==> config.mk <==
export PLATFORM = sky130hd
export DESIGN_NAME = sirene_ctrl
export DESIGN_NICKNAME = d
export VERILOG_FILES = /design/src/rtl/sirene_ctrl.sv
export SDC_FILE = /design/constraint.sdc
export NUM_CORES = 1
export LEC_CHECK = 0
export BUFFER_PORTS_ARGS = -buffer_cell sky130_fd_sc_hd__buf_2
export CAP_MARGIN = 20
export CORE_ASPECT_RATIO = 1.5
export CORE_UTILIZATION = 30
export CTS_BUF_LIST = sky130_fd_sc_hd__clkbuf_4 sky130_fd_sc_hd__clkbuf_8
export DETAILED_ROUTE_END_ITERATION = 12
export MAX_ROUTING_LAYER = met4
export PLACE_DENSITY = 0.55
export REMOVE_ABC_BUFFERS = 1
export SYNTH_ARGS = -nofsm -noshare
export SYNTH_HDL_FRONTEND = slang
export SYNTH_SLANG_ARGS = --single-unit
export TNS_END_PERCENT = 5
==> constraint.sdc <==
create_clock -name clock -period 2.7 [get_ports clock]
set_input_delay 0.405 -clock clock [delete_from_list [all_inputs] [get_ports clock]]
set_output_delay 0.405 -clock clock [all_outputs]
set_load 0.02 [all_outputs]
==> src/rtl/sirene_ctrl.sv <==
// Siren burst controller: drives siren and hazard lights in ON/OFF bursts while
// the alarm is requested, with a silent cooldown after a full episode.
module sirene_ctrl #(
  parameter int unsigned ON_CYCLES  = 4,
  parameter int unsigned OFF_CYCLES = 2,
  parameter int unsigned MAX_BURSTS = 8,
  parameter int unsigned COOLDOWN   = 16
) (
  input  logic       clock,
  input  logic       reset,
  input  logic       alarme,
  input  logic       ignicao,
  output logic       sirene,
  output logic       pisca,
  output logic [3:0] bursts,
  output logic       busy
);

  localparam int unsigned PW = 8;
  localparam int unsigned BW = 4;

  // Phase counter loads "cycles - 1" so a phase exits when it reads zero.
  localparam logic [PW-1:0] ON_LOAD  = PW'(ON_CYCLES - 1);
  localparam logic [PW-1:0] OFF_LOAD = PW'(OFF_CYCLES - 1);
  localparam logic [PW-1:0] CD_LOAD  = PW'(COOLDOWN - 1);
  localparam logic [BW-1:0] MAX_B    = BW'(MAX_BURSTS);

  typedef enum logic [1:0] {
    ST_IDLE  = 2'd0,
    ST_ON    = 2'd1,
    ST_OFF   = 2'd2,
    ST_CDOWN = 2'd3
  } state_e;

  state_e        state_q, state_d;
  logic [PW-1:0] phase_q, phase_d;
  logic [BW-1:0] burst_q, burst_d;
  logic          sirene_q, sirene_d;
  logic          pisca_q, pisca_d;
  logic          busy_q, busy_d;

  always_ff @(posedge clock or negedge reset) begin
    if (!reset) begin
      state_q  <= ST_IDLE;
      phase_q  <= '0;
      burst_q  <= '0;
      sirene_q <= 1'b0;
      pisca_q  <= 1'b0;
      busy_q   <= 1'b0;
    end else begin
      state_q  <= state_d;
      phase_q  <= phase_d;
      burst_q  <= burst_d;
      sirene_q <= sirene_d;
      pisca_q  <= pisca_d;
      busy_q   <= busy_d;
    end
  end

  always_comb begin
    state_d = state_q;
    phase_d = phase_q;
    burst_d = burst_q;
    pisca_d = 1'b0;

    // Ignition disarms from any state and overrides every other transition.
    if (ignicao) begin
      state_d = ST_IDLE;
      phase_d = '0;
      burst_d = '0;
    end else begin
      case (state_q)
        ST_IDLE: begin
          if (alarme) begin
            state_d = ST_ON;
            phase_d = ON_LOAD;
            burst_d = BW'(1);
            pisca_d = 1'b1;
          end
        end
        ST_ON: begin
          if (phase_q == '0) begin
            if (burst_q == MAX_B) begin
              state_d = ST_CDOWN;
              phase_d = CD_LOAD;
            end else if (alarme) begin
              state_d = ST_OFF;
              phase_d = OFF_LOAD;
            end else begin
              state_d = ST_IDLE;
              phase_d = '0;
              burst_d = '0;
            end
          end else begin
            phase_d = phase_q - PW'(1);
            pisca_d = ~pisca_q;
          end
        end
        ST_OFF: begin
          if (phase_q == '0) begin
            if (alarme) begin
              state_d = ST_ON;
              phase_d = ON_LOAD;
              burst_d = burst_q + BW'(1);
              pisca_d = 1'b1;
            end else begin
              state_d = ST_IDLE;
              phase_d = '0;
              burst_d = '0;
            end
          end else begin
            phase_d = phase_q - PW'(1);
          end
        end
        ST_CDOWN: begin
          if (phase_q == '0) begin
            state_d = ST_IDLE;
            burst_d = '0;
          end else begin
            phase_d = phase_q - PW'(1);
          end
        end
        default: begin
          state_d = ST_IDLE;
          phase_d = '0;
          burst_d = '0;
        end
      endcase
    end

    sirene_d = (state_d == ST_ON);
    busy_d   = (state_d != ST_IDLE);
  end

  assign sirene = sirene_q;
  assign pisca  = pisca_q;
  assign bursts = burst_q;
  assign busy   = busy_q;

endmodule

**After elaboration in Yosys (flattened, before gate mapping)**

Index checks and enable logic that the tools add are counted.

- Bitwise gates (word level): 1
- Reductions and logical operators: 5
- Equal/unequal tests: 12
- Multiplexer cells: 32
- Add/subtract/negate cells: 2

Operator list:

| cell | number |
|---|---|
| $mux W8 | 5 |
| $mux W4 | 9 |
| $pmux W8 S4 | 1 |
| $ne A3 B3 Y1 const B | 7 |
| $mux W2 | 8 |
| $pmux W4 S4 | 1 |
| $logic_not A8 Y1 | 1 |
| $pmux W2 S4 | 1 |
| $sub A8 B1 Y8 const B | 1 |
| $mux W1 | 6 |
| $reduce_and A6 Y1 | 1 |
| $add A4 B1 Y4 const B | 1 |
| $eq A2 B1 Y1 const B | 2 |
| $eq A2 B2 Y1 const B | 2 |
| $eq A4 B4 Y1 const B | 1 |
| $pmux W1 S3 | 1 |
| $logic_not A2 Y1 | 1 |
| $reduce_and A2 Y1 | 1 |
| $reduce_bool A2 Y1 | 1 |
| $not A1 Y1 | 1 |

- Logic and storage cells: 58
- Register bits after elaboration: 17
- Output and inout bits: 7

**Longest topological paths before layout**

- Word-level depth: 6
- Depth in mapped cells: 7
- Gate-level depth less buffers: 6

**Least setup slack after synthesis**

No wires, ideal clock.

- Path type: register -> register
- From: reg phase_q[0]
- To: reg burst_q[3] (netlist: bursts[3])
- Path slack: 774 ps
- Period minus slack after synthesis: 1926 ps
- Required time: 2578 ps
- Cell stages (with the launch flop): 8
- Arrival time: 1805 ps
- Path through: dfrtp_1 clkbuf_1 inv_1 ha_1 nor4b_2 a31oi_1 or3_1 a32o_1

- Word-level cells in the longest chain between the ends: 3
- Elaborated cells between the ends (all ways): 5
- Those cells by class: 3 x eq/ne; 2 x reduce/logical

Ends and longest elaborated chain:

| element | line | source |
|---|---|---|
| start: declaration | 36 | `logic [PW-1:0] phase_q, phase_d;` |
| start signal: assignment | 52 | `phase_q <= phase_d;` |
| $logic_not A8 Y1 (*) | 82, 100, 116 |  |
| $ne A3 B3 Y1 (no line) | - |  |
| $reduce_and A6 Y1 (no line) (*) | - |  |
| end signal: assignment | 53 | `burst_q <= burst_d;` |
| end: declaration | 37 | `logic [BW-1:0] burst_q, burst_d;` |

Mark *: on every way between the ends. The rest lies on a longest branch, timed or not.
A chain may end at the register's enable or synchronous reset.

**Final worst setup path**

- From: reg phase_q[0]
- To: reg pisca_q (netlist: pisca)

- Word-level cells in the longest chain between the ends: 4
- Elaborated cells between the ends (all ways): 5
- Those cells by class: 4 x mux; 1 x reduce/logical

Ends and longest elaborated chain:

| element | line | source |
|---|---|---|
| $logic_not A8 Y1 (*) | 82, 100 |  |
| $mux W1 (on tied branches) | 100, 82 |  |
| $pmux W1 S3 (*) | 72 | `case (state_q)` |
| $mux W1 (*) | 67 | `if (ignicao) begin` |
| named net pisca_d | 39 | `logic pisca_q, pisca_d;` |
| end signal: assignment | 55 | `pisca_q <= pisca_d;` |
| end: declaration | 39 |  |

Mark *: on every way through the listed nets, which the timed path passes. The rest lies on a longest branch.

==> summary by stage <==
Timing
The number of max-slew violations in the final report was 0. After layout, the worst setup slack is 562.7 ps. The number of failing hold endpoints at the final stage is 0.

The worst slew margin relative to its limit is 59.54%. The highest clock frequency the design can meet is 467.9 MHz. The minimum clock period is 2137 ps.

The number of failing setup endpoints in the final timing report is 0. Setup repair after global routing left no endpoint under its margin. The share of the clock period used by the worst path is 79.16%. The setup TNS is 0 ps. For the final database, setup skew stands at 9.593 ps.

At the pin with the least slew margin, the transition time is 601.4 ps.

Power
Across the VDD grid, the largest voltage drop is 0.3947 mV. For this design the ratio of total power to cell area is 1089 nW/um2. The analysis attributes to cell leakage a power of 0.5868 nW.

Route
The residual DRC count is 0. The number of vias in the routed layout is 1131. The total iterations of the first detailed-routing run is 4. The routed wire length per instance is 16.09 um.

The average vias per placed instance is 5.953. For this block, the initial DRC count from the detailed router was 36. The final wirelength is 3.058 mm. The number of nets with antenna violations after detailed routing is 0.

Critical path
The data required time at the worst endpoint is 2820 ps. The start of the worst register-to-register path is phase_q[0]. The critical path in this run is classified as flop to flop. The data arrival time of the critical path is 2260 ps. The largest fanout on the critical path is 8.

Together, buffers and inverters on the worst path number 1. Traced cell by cell, the critical path runs through inv_1 > ha_1 > nor4b_2 > nand2_1 > and2_4 > a2111oi_2. The launch point of the worst path is phase_q[0].

The nature of the critical path endpoint is a flop. The largest individual stage delay along the critical path comes from the cell sky130_fd_sc_hd__dfrtp_1. The stage delay of the slowest cell on the critical path is 460 ps. STA classifies the critical path startpoint as a flop.

The largest delay contributor family on the critical path is simple AND/OR/NAND/NOR gates.

Clock network
The number of hold buffers added after CTS is 0. The clock latency on the worst-skew pair is 250 ps. The CTS sink count is 17. The maximum level of the CTS H-tree is 1.

The post-CTS resize count is 0. CTS placed an instance of sky130_fd_sc_hd__clkbuf_8 at the clock tree root. The CTS tree is yes. The post-CTS setup buffer count is 0.

Clock-pin slew was measured on the worst setup and hold paths at 70 ps. Counting along the longest clock path gives a buffer depth of 2. Buffers inserted during clock tree synthesis total 3.

Yosys
In the synthesized netlist the dominant register cell turns out to be sky130_fd_sc_hd__dfrtp_1. In the synthesized netlist, the number of instances is 137. By count the netlist is led by sky130_fd_sc_hd__dfrtp_1 (17), sky130_fd_sc_hd__nand2_1 (12), sky130_fd_sc_hd__a21oi_1 (9), sky130_fd_sc_hd__inv_1 (8), sky130_fd_sc_hd__nand3_1 (8). The number of enable flip-flop cells after synthesis is 0. Summed over all instances, the cell type with the most area after synthesis is sky130_fd_sc_hd__dfrtp_1. The share of synthesized flip-flops with an asynchronous set or reset is 100.0%. Each instance of the synthesized netlist takes up on average 9.115 um2. Of the synthesized area, sequential elements account for 34.07%. In this run the cell area of the synthesized design comes to 1249 um2.

The count of yosys warnings during synthesis is 0. The flip-flop and latch count after synthesis is 17. The leading cell type by number of instances after synthesis is sky130_fd_sc_hd__dfrtp_1. Sorting the synthesized cells by area gives the leading types as sky130_fd_sc_hd__dfrtp_1 (34%), sky130_fd_sc_hd__ha_1 (4.0%), sky130_fd_sc_hd__a21oi_1 (3.6%). The area share of the largest cell type after synthesis is 34.07%. The number of distinct library cells after synthesis is 49.

Place
During placement, the flow inserted port buffers numbering 10. The HPWL after detailed placement is 2.276 mm. OpenSTA, run right after detailed placement, puts the worst setup slack at 592.0 ps. The congestion estimate from routability-driven global placement came to 0.9108.

Finish
The layout has 422 filler cells. The final layout net count is 154. The count of antenna diodes in the layout is 0. The relative area change from synthesis to final layout is 9.920%.

The sequential cells in the finished layout cover a total of 425.4 um2. The multi-input combinational cells in the finished layout cover a total of 754.5 um2. In the final layout, the share of cells above drive strength 1 is 17.24%.

Job
The tool flagged a number of max-cap violations equal to 0.

Die
The initial utilization of the core area, before any placement, comes to 31.54%. After floorplanning, the core was sized to cover 3959 um2. The floorplan step set the die height to 81.02 um.

For this design the top-level I/O count stands at 11. Measured along the x axis, the die boundary spans 54.68 um. The number of cell rows is 28.

The area of the die is 4430 um2.

Min path
The worst hold-check path type is input port to async pin.

Global route
The first global-routing pass estimated 5.278 mm of wire. The overall fraction of global-route tracks in use is 16.87%. Entering global routing, the biggest net connects 19 pins. The initial antenna violation count is 0. The number of global-route vias before repair is 1071. After global routing the overflow that remains totals 0.

Run status
The flow ran to the end, and the final reports show no timing, DRC or antenna violations.
[layout by cell type, fill, tap and decap left out, drive strengths merged, types with 3 or more instances in the layout]
| master | count |
|---|---|
| nand3 | 8 |
| a21oi | 9 |
| a31oi | 5 |
| nand2 | 12 |
| dfrtp | 17 |
| a32o | 3 |
| clkbuf | 4 |
| buf | 11 |
| nand2b | 4 |
| nor2b | 3 |
| nor3 | 4 |
| ha | 4 |
| nor2 | 8 |
| o21ai | 3 |
| inv | 8 |
| or3 | 4 |
[cell families after synthesis]
family | Yosys count | share of synthesized area [%]
xor gates and xnor gates | 1 | 0.7015
buffers and inverters | 15 | 5.510
DFF | 17 | 34.07
adders and majority gates | 4 | 4.008
and+or+nand+nor | 59 | 28.36
AOI/OAI and AO/OA | 39 | 25.75
muxes | 2 | 1.603
[area by class of cell]
cell class	instances	share of cell area, %
multi-input cells	105	54.97
flip-flops and latches	17	30.99
repair buffers	11	4.193
well taps	45	4.102
clock buffers	4	3.555
inverters	8	2.188
[routing by layer]
metal	GRT usage [%]	share of wire, %	wire length (um)	vias to the layer above
met4	7.692	1.9	58	0
met1	20.07	41	1247	562
met5	-	0	0	-
li1	-	-	-	537
met3	1.685	3.9	118	4
met2	27.59	53	1634	28
[power by group]
group	switching, mW	internal, mW	total [mW]
sequential	0.123	0.328	0.451
clock	0.0889	0.115	0.204
combinational	0.515	0.326	0.840
[sequential cells by signal, indices dropped and copies added, names as in the netlist]
name	count
sirene	1
busy	1
bursts	4
state_q	2
pisca	1
phase_q	8
[per-stage QoR]
step | cells | util, % | instance area (um2) | hold WS, ps | total power, mW
3_3_place_gp | 186 | 33.44 | 1324 | 358.6 | 1.273
6_report | 190 | 34.67 | 1373 | 68.38 | 1.495
5_1_grt | 190 | 34.67 | 1373 | 97.74 | 1.629
2_1_floorplan | 130 | - | 1210 | 109.4 | 1.075
3_5_place_dp | 186 | 33.44 | 1324 | 365.8 | 1.293
4_1_cts | 190 | 34.67 | 1373 | 93.26 | 1.505
[worst paths after layout]
| path | cells after the start | to | slack, ps |
|---|---|---|---|
| max | 6 | pisca | 560 |
| min | 1 | phase_q[7] | 70 |
| max reg2reg | 6 | pisca | 560 |
| min reg2reg | 1 | phase_q[6] | 570 |
| max in group asynchronous | 1 | state_q[1] | 2340 |
| min in group clock | 2 | sirene | 540 |
Note: power is estimated with default switching activity, not from simulation.
